### src/rtl/demux_1to2_32bit_reg_pkg.sv
// Shared definitions for the registered 1-to-2 demultiplexer:
// slot state encoding and default widths.
package demux_1to2_32bit_reg_pkg;

    localparam int DEFAULT_DATA_W = 32;
    localparam int DEFAULT_CNT_W  = 16;

    typedef enum logic {
        SLOT_EMPTY = 1'b0,
        SLOT_FULL  = 1'b1
    } slot_state_e;

endpackage

### src/rtl/demux_slot_32bit.sv
// One-entry output slot: holding register, valid state, local ready term
// and a saturating count of completed output handshakes.
module demux_slot_32bit
    import demux_1to2_32bit_reg_pkg::*;
#(
    parameter int DATA_W = DEFAULT_DATA_W,
    parameter int CNT_W  = DEFAULT_CNT_W
) (
    input  logic              clk,
    input  logic              rst,
    input  logic              load,
    input  logic [DATA_W-1:0] din,
    input  logic              ready,
    output logic [DATA_W-1:0] dout,
    output logic              valid,
    output logic              slot_ready,
    output logic [CNT_W-1:0]  cnt
);

    slot_state_e state;
    logic        drain;

    assign valid      = (state == SLOT_FULL);
    assign drain      = valid && ready;
    // A full slot can still take a word in the same cycle it is being drained.
    assign slot_ready = !valid || ready;

    // NOTE: sequential state uses non-blocking assignments so every flop samples pre-edge values.
    always_ff @(posedge clk) begin
        if (rst) begin
            state <= SLOT_EMPTY;
            dout  <= '0;
            cnt   <= '0;
        end else begin
            if (load) begin
                state <= SLOT_FULL;
                dout  <= din;
            end else if (drain) begin
                state <= SLOT_EMPTY;
            end

            if (drain && (cnt != {CNT_W{1'b1}})) begin
                cnt <= cnt + CNT_W'(1);
            end
        end
    end

endmodule

### src/rtl/demux_1to2_32bit_reg.sv
// Registered 1-to-2 demultiplexer: steers one valid/ready stream to slot A or B
// by a per-word select bit; only the selected slot can stall the input.
module demux_1to2_32bit_reg
    import demux_1to2_32bit_reg_pkg::*;
#(
    parameter int DATA_W = DEFAULT_DATA_W,
    parameter int CNT_W  = DEFAULT_CNT_W
) (
    input  logic              Clk,
    input  logic              Rst,
    input  logic [DATA_W-1:0] inData,
    input  logic              inSel,
    input  logic              inValid,
    output logic              inReady,
    output logic [DATA_W-1:0] outAData,
    output logic              outAValid,
    input  logic              outAReady,
    output logic [DATA_W-1:0] outBData,
    output logic              outBValid,
    input  logic              outBReady,
    output logic [CNT_W-1:0]  cntA,
    output logic [CNT_W-1:0]  cntB
);

    logic a_ready;
    logic b_ready;
    logic accept;

    assign inReady = inSel ? b_ready : a_ready;
    assign accept  = inValid && inReady;

    demux_slot_32bit #(
        .DATA_W (DATA_W),
        .CNT_W  (CNT_W)
    ) u_slot_a (
        .clk        (Clk),
        .rst        (Rst),
        .load       (accept && !inSel),
        .din        (inData),
        .ready      (outAReady),
        .dout       (outAData),
        .valid      (outAValid),
        .slot_ready (a_ready),
        .cnt        (cntA)
    );

    demux_slot_32bit #(
        .DATA_W (DATA_W),
        .CNT_W  (CNT_W)
    ) u_slot_b (
        .clk        (Clk),
        .rst        (Rst),
        .load       (accept && inSel),
        .din        (inData),
        .ready      (outBReady),
        .dout       (outBData),
        .valid      (outBValid),
        .slot_ready (b_ready),
        .cnt        (cntB)
    );

endmodule

### config.mk
export PLATFORM = sky130hd
export DESIGN_NAME = demux_1to2_32bit_reg
export DESIGN_NICKNAME = d
export VERILOG_FILES = /design/src/rtl/demux_1to2_32bit_reg_pkg.sv /design/src/rtl/demux_slot_32bit.sv /design/src/rtl/demux_1to2_32bit_reg.sv
export SDC_FILE = /design/constraint.sdc
export NUM_CORES = 1
export LEC_CHECK = 0
export CORE_MARGIN = 4
export CORE_UTILIZATION = 49
export DETAILED_ROUTE_END_ITERATION = 16
export HOLD_SLACK_MARGIN = 0.12
export MAX_ROUTING_LAYER = met4
export PLACE_DENSITY = 0.89
export SLEW_MARGIN = 20
export SYNTH_ARGS = -nofsm -noshare
export SYNTH_HDL_FRONTEND = slang
export SYNTH_HIERARCHICAL = 1
export SYNTH_SLANG_ARGS = --single-unit
### constraint.sdc
create_clock -name Clk -period 2.58 [get_ports Clk]
set_clock_uncertainty 0.15 [all_clocks]
set_input_delay 0.387 -clock Clk [delete_from_list [all_inputs] [get_ports Clk]]
set_output_delay 0.387 -clock Clk [all_outputs]
set_load 0.02 [all_outputs]
After elaboration in Yosys (flattened, before gate mapping)
Cells that the tools add are included.
Operators by class
  add/sub/neg operators: 2
  equality and inequality tests: 2
  muxes and demuxes: 5
  reduce and logical (&&, ||, !) cells: 14
Operators with widths (number)
  adder 16 x 1 -> 16 bit (second input constant): 2
  != test 16 bit (second input constant): 2
  logical AND 1 bit: 7
  2-to-1 mux 1 bit: 5
  nonzero test 2 bit: 2
  logical NOT 1 bit: 3
  logical OR 1 bit: 2
Storage, ports and cells
  register bits after elaboration: 98
  input port bits: 38
  output and inout port bits: 99
  word-level logic and storage cells: 29

Logic depth before layout (Yosys ltp)
  depth after elaboration: 6
  depth in mapped cells: 6
  gate-level depth less buffers: 5

By module
Netlist, hierarchy kept.
By module, submodules not included
  demux_slot_32bit: times used 2, cells each 209, area each 2028.2 um2, seq. area each 980.9 um2
  demux_1to2_32bit_reg: times used 1, cells each 3, area each 32.5 um2, seq. area each 0.0 um2

Worst setup path after synthesis
Ideal clock, no wire load.
  path kind: register to register
  start: register u_slot_a.cnt[3]
  end: register u_slot_a.cnt[15]
  library setup time: 121 ps
  arrival time: 1554 ps
  data required time: 2309 ps
  path slack: 755 ps
  stages on the path, launching flop included: 5
  path buffers: 0
  period minus slack after synthesis: 1825 ps
  cells stage by stage: dfxtp_1 > and4_4 > nand3_4 > nor4_1 > mux2_2
On the way
  longest elaborated chain between the ends: 2
  elaborated cells on any way between the ends: 3
  classes of those cells: add/sub: 1; eq/ne: 1; reduce/logical: 1
RTL lines
  start, declared: line demux_slot_32bit.sv:17  | output logic [CNT_W-1:0] cnt
  start signal, assigned: line demux_slot_32bit.sv:43  | cnt <= cnt + CNT_W'(1);
  branches (longest 2 deep; another with adder 16 x 1 -> 16 bit)
Parallel ways; which one is timed is not known.
A chain may end at the register's enable or synchronous reset.

Final worst setup path
  start: input port outAReady
  end: output port inReady
On the way
  longest elaborated chain between the ends: 2
RTL lines
  start, declared: line demux_1to2_32bit_reg.sv:17  | input logic outAReady,
  logical OR 1 bit: line demux_slot_32bit.sv:26  | assign slot_ready = !valid || ready;
  named net a_ready: line demux_1to2_32bit_reg.sv:25  | logic a_ready;
  2-to-1 mux 1 bit: line demux_1to2_32bit_reg.sv:29  | assign inReady = inSel ? b_ready : a_ready;
  end, declared: line demux_1to2_32bit_reg.sv:14  | output logic inReady,
The timed path passes the listed nets, and every way through them passes these cells.

==> results.cfg <==
[clock_network]
cts_num_sinks = 98
clk_path_buf_depth = 2
post_cts_resized = 0
postCtsSetupRepairBufs = 0
cts_tree = yes
cts_max_level = 3
cts-root-buf = clkbuf_8
clk_latency_ns = 0.35
clk_pin_slew_ns = 0.10
numCtsBuffers = 9
cts_hold_buffers = 0

[global_route]
grt_pass1_wl_mm = 17.62
grt_pass1_vias = 3646
overflow = 0
grt_max_degree = 63
grt_use_total_pct = 22.71
antenna_found_initial = 0

[sta]
hold_violations = 0
finalCritPeriodShare_pct = 94.34
finalMaxSlewViolations = 0
worst_pin_slew_ns = 0.6410
rsz0062_at_grt = no
setup_viol = 0
fin_crit_ns = 2.434
timing.fmax_ghz = 0.4109
finalSetupTns_ns = 0
max-slew-margin-rel_pct = 57.27

[drt]
drtAntennaViolNets = 0
wl_per_cell_um = 16.22
firstDrtPassIters = 4
wirelength_mm = 10.76
drcViolationCount = 0
drtIter0Drc = 114
viasPerCell = 5.446
num_vias = 3611

[critical_path]
cp-startpoint = outAReady
worstSetupPathType = in2out
r2r_setup_slack_ns = 0.64
cp_max_fo = 5
cp.arrival_ns = 1.90
crit-reg2reg-launch = u_slot_a/cnt[0]$_SDFFE_PP0P_
crit_path_end_kind = output pin
critPathCapture = inReady
rr_worst_depth = 4
reg2reg_to = u_slot_a/cnt[10]$_SDFFE_PP0P_
required_ns = 2.04
start_kind = primary input

[synthesis]
async_flop_share_pct = 0
syn-cell-area_sq_mm = 0.004089
synth_nets = 461
synth-edff-count = 0
yosysSeqAreaShare_pct = 47.98
synthCells = 421
postSynthAreaPerCell_sq_um = 9.712
synthDistinctLibCells = 36
synth-seq-cells = 98
yosysWarnings = 6
ys.flop_type = dfxtp_1

[pwr]
p_per_area_mw_per_mm2 = 509.4
ir_drop_mv = 0.3657
p_leak_nw = 2.027

[cells_and_area]
syn_to_final_growth_pct = 40.12
fin_util_pct = 70.08
n_antenna_cell = 0
layout_commonest_cell = clkdlybuf4s50_1
drive_above_1_share_pct = 8.602
final_cell_mix = 135 x clkdlybuf4s50_1, 98 x dfxtp_1, 80 x nor2_1
final_area_sq_mm = 0.005729
final_net_count = 593
n_fill_cell = 625

[floorplanning]
die-width_um = 99.35
fp.dieH_um = 99.35
start_util_pct = 50.02
ioPinCount = 137
core_area_sq_mm = 0.008175
fp.dieArea_sq_mm = 0.009870
rows = 33

[outcome]
status = completed

[placement]
port_buffers = 136
place_congestion = 0.8344
dpl.hpwl_mm = 7.741
place_area_sq_mm = 0.005554

[job]
cap_violations = 0

[hold_path]
hp-class = reg2reg
[worst max-delay path, stage by stage]
cell,delay (ns)
clkdlybuf4s50_1,0.48
nand2b_1,0.22
mux2_4,0.28
clkdlybuf4s50_1,0.53
[metal layers]
layer	vias to the layer above	wire length, um	GRT usage [%]
met3	18	761	6.171
li1	1754	-	-
met1	1717	4520	26.01
met4	0	165	7.563
met2	122	5310	38.48
met5	-	0	-
[power breakdown]
group	switching, mW	total (mW)	leakage [nW]	internal [mW]
clock network	0.544	0.906	0.0877	0.362
logic	0.207	0.418	1.14	0.211
registers	0.0297	1.59	0.798	1.56
total	0.780	2.92	2.03	2.14
[stage by stage]
stage / instances / setup WS (ns) / hold WS [ns] / power (mW)
2_1_floorplan: 421 / 0.7548 / 0.3842 / 1.836
4_1_cts: 663 / 0.1570 / 0.3527 / 2.944
3_5_place_dp: 647 / 0.1617 / 0.3273 / 2.049
6_report: 663 / 0.1461 / 0.3499 / 2.918
3_3_place_gp: 647 / 0.2051 / 0.3215 / 2.033
5_1_grt: 663 / 0.1212 / 0.3734 / 3.042
[registers in the layout, indices dropped and copies added (netlist names)]
name / count
u_slot_b/cnt: 16
u_slot_b/dout: 32
u_slot_a/dout: 32
u_slot_a/cnt: 16
u_slot_b/valid: 1
u_slot_a/valid: 1
[final cells by class]
cell class              instances  area [sq um]  area share [%]
clock buffers                  10         127.6           2.228
clock inverters                 6         47.55          0.8299
inverters                       4         15.01          0.2621
multi-input cells             295          1969           34.37
flip-flops and latches         98          1962           34.24
well taps                     105         131.4           2.293
repair buffers                145          1476           25.77
[kinds of logic (layout without fill, tap and decap cells)]
kind of cell / Yosys count / count (layout) / synth area share (%)
fa+ha+maj: 2 / 2 / 0.6119
buf+inv: 28 / 165 / 3.856
compound gates: 36 / 36 / 4.957
simple gates: 178 / 178 / 22.77
flops: 98 / 98 / 47.98
mux: 79 / 79 / 19.83
[synth_stat cells, types with 6 or more instances]
| library cell | n | area [sq um] |
|---|---|---|
| dfxtp_1 | 98 | 1962 |
| nor2_1 | 80 | 300.3 |
| mux2i_1 | 66 | 660.6 |
| a21oi_1 | 18 | 90.09 |
| nand2_1 | 16 | 60.06 |
| mux2_2 | 12 | 135.1 |
| nand4_1 | 12 | 75.07 |
| nor2b_1 | 12 | 75.07 |
| nor4_1 | 12 | 75.07 |
| clkbuf_1 | 10 | 37.54 |
| buf_2 | 8 | 40.04 |
| o21ai_0 | 8 | 40.04 |
| o31ai_1 | 8 | 60.06 |
| nand3_1 | 6 | 30.03 |
| nor3_1 | 6 | 30.03 |
| or3_1 | 6 | 37.54 |
| or4_1 | 6 | 45.04 |
[worst min-delay path by stage]
stage                                   start                              to  cells past startpoint
6_report       u_slot_b/dout[10]$_SDFFE_PP0P_  u_slot_b/dout[10]$_SDFFE_PP0P_                      2
5_1_grt         u_slot_b/dout[5]$_SDFFE_PP0P_   u_slot_b/dout[5]$_SDFFE_PP0P_                      2
4_1_cts        u_slot_b/dout[10]$_SDFFE_PP0P_  u_slot_b/dout[10]$_SDFFE_PP0P_                      2
3_5_place_dp   u_slot_b/dout[10]$_SDFFE_PP0P_  u_slot_b/dout[10]$_SDFFE_PP0P_                      2
3_3_place_gp    u_slot_a/dout[5]$_SDFFE_PP0P_   u_slot_a/dout[5]$_SDFFE_PP0P_                      2
2_1_floorplan                      inData[10]  u_slot_a/dout[10]$_SDFFE_PP0P_                      2
Power figures use the tool's default switching activity.
